==> config.mk <==
export PLATFORM = sky130hd
export DESIGN_NAME = aud_cmd_seq
export DESIGN_NICKNAME = d
export VERILOG_FILES = /design/src/rtl/aud_dsp_pkg.sv /design/src/rtl/aud_cmd_ram.sv /design/src/rtl/aud_cmd_seq.sv
export SDC_FILE = /design/constraint.sdc
export NUM_CORES = 1
export LEC_CHECK = 0
export CORE_MARGIN = 3
export CORE_UTILIZATION = 35
export CTS_CLUSTER_DIAMETER = 200
export DETAILED_ROUTE_END_ITERATION = 8
export PLACE_DENSITY = 0.58
export SETUP_SLACK_MARGIN = 0.5
export SLEW_MARGIN = 10
export SYNTH_ARGS = -nofsm -noshare
export SYNTH_HDL_FRONTEND = slang
export SYNTH_SLANG_ARGS = --single-unit
==> constraint.sdc <==
create_clock -name clk -period 6.42 [get_ports clk]
set_input_delay 1.284 -clock clk [delete_from_list [all_inputs] [get_ports clk]]
set_output_delay 1.284 -clock clk [all_outputs]
set_load 0.02 [all_outputs]
==> src/rtl/aud_dsp_pkg.sv <==
// Shared audio-DSP definitions: command field layout, opcodes and sequencer states.
package aud_dsp_pkg;

    // Command payload field positions (bit offsets inside the CMD_W payload)
    localparam int OP_LSB       = 0;
    localparam int OP_MSB       = 5;
    localparam int SEL_MODE_BIT = 6;
    localparam int SEL_BIT      = 7;
    localparam int QUANT_LSB    = 8;
    localparam int QUANT_MSB    = 13;
    localparam int IN_OFF_LSB   = 14;
    localparam int IN_OFF_MSB   = 21;
    localparam int OUT_OFF_LSB  = 22;
    localparam int OUT_OFF_MSB  = 29;
    localparam int COEF_OFF_LSB = 30;
    localparam int COEF_OFF_MSB = 37;
    localparam int PARAM0_LSB   = 38;
    localparam int PARAM0_MSB   = 69;

    // Opcodes carried in the OP field
    localparam logic [5:0] OP_FFT    = 6'h20;
    localparam logic [5:0] OP_MFCC   = 6'h04;
    localparam logic [5:0] OP_HAMWIN = 6'h00;
    localparam logic [5:0] OP_SEQ    = 6'h30;

    typedef enum logic [1:0] {
        ST_IDLE,
        ST_LOAD,
        ST_ISSUE,
        ST_WAIT
    } cmd_seq_state_t;

endpackage

==> src/rtl/aud_cmd_ram.sv <==
// Command RAM: synchronous write, registered read with read enable.
// The read register only updates on rd_en, so its output stays stable between reads.
module aud_cmd_ram #(
    parameter int DEPTH = 16,
    parameter int W     = 71,
    parameter int AW    = $clog2(DEPTH)
) (
    input  logic          clk,
    input  logic          rst_n,
    input  logic          wr_en,
    input  logic [AW-1:0] wr_addr,
    input  logic [W-1:0]  wr_data,
    input  logic          rd_en,
    input  logic [AW-1:0] rd_addr,
    output logic [W-1:0]  rd_data
);

    logic [W-1:0] mem [DEPTH];

    // Storage array: no reset, contents survive a sequencer reset
    always_ff @(posedge clk) begin
        if (wr_en) mem[wr_addr] <= wr_data;
    end

    // Read register: cleared on reset so downstream outputs start at zero
    always_ff @(posedge clk or negedge rst_n) begin
        if (!rst_n)     rd_data <= '0;
        else if (rd_en) rd_data <= mem[rd_addr];
    end

endmodule

==> src/rtl/aud_cmd_seq.sv <==
// Programmable command sequencer: walks a command list in RAM, repeats it per
// channel, and handshakes each command with the DSP core via dsp_done.
module aud_cmd_seq
    import aud_dsp_pkg::*;
#(
    parameter int CMD_W  = 70,
    parameter int DEPTH  = 16,
    parameter int AW     = $clog2(DEPTH),
    parameter int NUM_CH = 2,
    parameter int CH_W   = $clog2(NUM_CH + 1)
) (
    input  logic             clk,
    input  logic             rst_n,
    input  logic             cmd_wr_en,
    input  logic [AW-1:0]    cmd_wr_addr,
    input  logic [CMD_W:0]   cmd_wr_data,
    input  logic             seq_start,
    input  logic [AW-1:0]    seq_start_addr,
    input  logic [CH_W-1:0]  seq_ch_num,
    input  logic             seq_abort,
    output logic             seq_busy,
    output logic             seq_done,
    output logic             seq_err,
    output logic             dsp_cmd_start,
    output logic [CMD_W-1:0] dsp_cmd,
    output logic [CH_W-1:0]  dsp_ch,
    input  logic             dsp_done
);

    cmd_seq_state_t  state;
    logic [AW-1:0]   addr;
    logic [AW-1:0]   start_addr;
    logic [CH_W-1:0] ch;
    logic [CH_W-1:0] ch_num;
    logic [CMD_W:0]  rd_data;
    logic [CH_W-1:0] ch_clamp;
    logic [AW-1:0]   addr_inc;
    logic            last;
    logic            ch_last;

    // The RAM read register doubles as the command output register: it loads
    // in LOAD and holds through ISSUE/WAIT until the next LOAD.
    aud_cmd_ram #(
        .DEPTH (DEPTH),
        .W     (CMD_W + 1),
        .AW    (AW)
    ) u_ram (
        .clk     (clk),
        .rst_n   (rst_n),
        .wr_en   (cmd_wr_en && !seq_busy),
        .wr_addr (cmd_wr_addr),
        .wr_data (cmd_wr_data),
        .rd_en   (state == ST_LOAD),
        .rd_addr (addr),
        .rd_data (rd_data)
    );

    assign dsp_cmd = rd_data[CMD_W-1:0];
    assign last    = rd_data[CMD_W];
    assign ch_last = (ch == ch_num - CH_W'(1));
    assign addr_inc = (addr == AW'(DEPTH - 1)) ? '0 : addr + AW'(1);

    // Channel count: 0 means one channel, anything above NUM_CH saturates
    always_comb begin
        ch_clamp = seq_ch_num;
        if (seq_ch_num == '0)                 ch_clamp = CH_W'(1);
        else if (seq_ch_num > CH_W'(NUM_CH))  ch_clamp = CH_W'(NUM_CH);
    end

    // Sequencer FSM with registered status and issue outputs
    always_ff @(posedge clk or negedge rst_n) begin
        if (!rst_n) begin
            state         <= ST_IDLE;
            addr          <= '0;
            start_addr    <= '0;
            ch            <= '0;
            ch_num        <= '0;
            seq_busy      <= 1'b0;
            seq_done      <= 1'b0;
            seq_err       <= 1'b0;
            dsp_cmd_start <= 1'b0;
            dsp_ch        <= '0;
        end else begin
            seq_done      <= 1'b0;
            seq_err       <= 1'b0;
            dsp_cmd_start <= 1'b0;
            if (cmd_wr_en && seq_busy) seq_err <= 1'b1;
            if (state == ST_IDLE) begin
                if (seq_start) begin
                    state      <= ST_LOAD;
                    addr       <= seq_start_addr;
                    start_addr <= seq_start_addr;
                    ch         <= '0;
                    ch_num     <= ch_clamp;
                    seq_busy   <= 1'b1;
                end
            end else begin
                if (seq_start) seq_err <= 1'b1;
                if (seq_abort) begin
                    // Abort beats any dsp_done in the same cycle
                    state    <= ST_IDLE;
                    seq_busy <= 1'b0;
                end else begin
                    case (state)
                        ST_LOAD: begin
                            state         <= ST_ISSUE;
                            dsp_cmd_start <= 1'b1;
                            dsp_ch        <= ch;
                        end
                        ST_ISSUE: state <= ST_WAIT;
                        ST_WAIT: begin
                            if (dsp_done) begin
                                if (!last) begin
                                    if (addr_inc == start_addr) begin
                                        // Walked the whole RAM without a last flag
                                        state    <= ST_IDLE;
                                        seq_busy <= 1'b0;
                                        seq_err  <= 1'b1;
                                    end else begin
                                        addr  <= addr_inc;
                                        state <= ST_LOAD;
                                    end
                                end else if (!ch_last) begin
                                    ch    <= ch + CH_W'(1);
                                    addr  <= start_addr;
                                    state <= ST_LOAD;
                                end else begin
                                    state    <= ST_IDLE;
                                    seq_busy <= 1'b0;
                                    seq_done <= 1'b1;
                                end
                            end
                        end
                        default: state <= ST_IDLE;
                    endcase
                end
            end
        end
    end

endmodule

==> metrics.yaml <==
run:
  max_cap_violations: 0
final_layout:
  layout_common_cells: "1136 x edfxtp_1, 284 x mux4_2, 160 x clkdlybuf4s50_1"
  final_common_cell: "edfxtp_1"
  layout.nets: 2348
  area_growth_syn_to_layout_pct: 16.5
  final_cells: 4121
  drive_above_1_share_pct: 23.3
routing:
  viasPerCell: 5.20
  drc: 0
  drtIter0Drc: 1840
  drt-total-wl_um: 109000
  vias: 21400
  ant_nets: 0
  drt_pre_antenna_iters: 5
  wire_per_inst_um: 26.3
cts:
  clockBufferDepth: 3
  cts.sinks: 1227
  cts_setup_buffers: 0
  root_buffer: "clkbuf_16"
  postCtsHoldBufs: 0
  cts_tree: "yes"
  numCtsBuffers: 131
  h-tree-depth: 4
  cts_resized: 0
  clk_pin_slew_ps: 60
  clock_latency_ps: 730
critical_path:
  critPathArrivalTime_ps: 4070
  timing.rr.start: "seq_busy"
  critical_path_class: "primary input to flop"
  reg2regPathDepth: 5
  crit_end: "u_ram.mem[2][12]"
  cp-start-kind: "primary input"
  worstPathCellList: "clkdlybuf4s50_1, nand2_1, or3_1, nor2_4, buf_4"
  crit_fanout: 26
  worstSetupEndpointType: "flop"
  reg2reg_slack_ps: 3330
  worstPathRequired_ps: 6820
  crit_start: "cmd_wr_en"
  max_stage_delay_ps: 950
  cp_slowest_cell: "nor2_4"
  reg2reg_to: "u_ram.mem[2][12]"
global_route:
  antenna_found_initial: 13
  grt_pass1_vias: 22900
  grt_max_degree: 161
  grt_pass1_wl_um: 159000
  grt_overflow_total: 0
  gr-usage-all-layers_pct: 15.5
yosys:
  yosys.area_share.simple_pct: 1.53
  synth-seq-cells: 1227
  synth-xor-area-share_pct: 0.146
  synth_compound_area_share_pct: 1.87
  yosysUniqueCellTypes: 50
  ys.flop_type: "edfxtp_1"
  synth_top_family_by_area: "multiplexers"
  synth-edff-count: 1136
  yosys_warnings: 0
  ys_top_cells_by_area: "edfxtp_1 72%, mux4_2 14%, dfrtp_1 4.8%, mux2i_1 3.1%, o221ai_1 1.3%"
  synth_top_area_share_pct: 72.4
  synth_nets: 2187
  muxShareOfSynthArea_pct: 16.9
  synth_top_area_cell: "edfxtp_1"
  synth_adder_area_share_pct: 0.133
  netlist_instances: 2095
  syn_area_mm2: 0.0471
  syn_avg_cell_area_um2: 22.5
  ys_seq_area_share_pct: 77.2
  async_reset_ff_share_pct: 7.42
timing:
  setup_violations: 0
  relSlewSlack_pct: 19.8
  worstMarginPinSlew_ps: 1200
  clock_skew_ps: 25.9
  post-route-period-util_pct: 57.2
  finalMaxSlewViolations: 0
  fin_tns_setup_ps: 0
  rsz0062_at_grt: "no"
  final-hold-violation-count: 0
  max_freq_mhz: 272
  period_needed_ps: 3670
placement:
  place.gp.congestion: 0.728
  port_buffers: 161
  dp_hpwl_um: 55900
  place_inst: 3878
floorplanning:
  dieWidth_um: 373
  core_mm2: 0.133
  ios: 163
  die_area_mm2: 0.139
  start_util_pct: 35.5
  rows: 133
  die-height_um: 373
power:
  max-vdd-ir-drop_mv: 0.288
  p_leak_nw: 17.4
  powerDensity_mw_per_mm2: 419
outcome:
  outcome: "completed"
hold_path:
  hp-class: "flop to flop"
-- metal layers --
layer  up-vias  wire (um)  track usage, %
li1       9052          -               -
met1     11600      46400            21.1
met2       644      53000            25.4
met3       180       7030            3.63
met4        12       1990            3.97
met5         -         75               0
-- state kept, by name (all words and copies together), names as in the netlist --
register,flops
seq_busy,1
dsp_cmd_start,1
state,2
dsp_ch,2
seq_done,1
addr,4
u_ram.mem,1136
ch,2
start_addr,4
seq_err,1
ch_num,2
u_ram.rd_data,71
-- final cells by class --
class	count	area [um^2]
inverters	9	33.8
flip-flops and latches	1227	36400
well taps	1755	2200
clock inverters	44	459
repair buffers	205	2140
clock buffers	196	3770
fillers	11400	77800
multi-input cells	682	9860
diodes	3	7.51
-- Yosys cell counts, drive strengths merged, types with 5 or more instances --
cell type,count
inv,8
clkbuf,46
dfrtp,91
mux2i,145
xnor2,5
o221ai,70
ha,5
nor3,6
edfxtp,1136
a21oi,6
nand2,18
mux2,10
nor2,17
o21ai,6
mux4,284
nand2b,74
buf,131
-- per-stage QoR --
stage / setup slack (ps) / cell area (um^2) / power, mW / hold slack (ps) / utilization [%]
6_report: 2750 / 54900 / 23.0 / 501 / 41.4
3_3_place_gp: 2010 / 50600 / 15.8 / 485 / 38.2
3_5_place_dp: 1990 / 50600 / 15.9 / 482 / 38.2
4_1_cts: 2770 / 54900 / 23.3 / 503 / 41.4
5_1_grt: 2700 / 54900 / 24.0 / 525 / 41.4
2_1_floorplan: 1220 / 47100 / 14.2 / 464 / -
-- critical path, delay by kind of cell --
kind / cells / cell delay, ps
buffers and inverters: 2 / 1120
AND/OR/NAND/NOR: 3 / 1630
-- worst min path at each step --
stage                     cells after the start           endpoint         startpoint
after CTS                                     2  u_ram.rd_data[64]  u_ram.rd_data[64]
after detailed placement                      2  u_ram.rd_data[64]  u_ram.rd_data[64]
after global routing                          2  u_ram.rd_data[68]  u_ram.rd_data[68]
final                                         2  u_ram.rd_data[64]  u_ram.rd_data[64]
after global placement                        2  u_ram.rd_data[69]  u_ram.rd_data[69]
after floorplan                               2   u_ram.rd_data[0]   u_ram.rd_data[0]
-- cell families after synthesis --
family | count (synthesis)
buf+inv | 186
mux | 439
xor+xnor | 7
simple gates | 126
compound gates | 105
fa+ha+maj | 5
flops | 1227
-- report_power, final --
part           switching [mW]  internal (mW)
clock network            3.03           4.33
logic                    3.02           2.93
registers               0.522           9.15
total                    6.57           16.4
(Power assumes the default switching activity.)
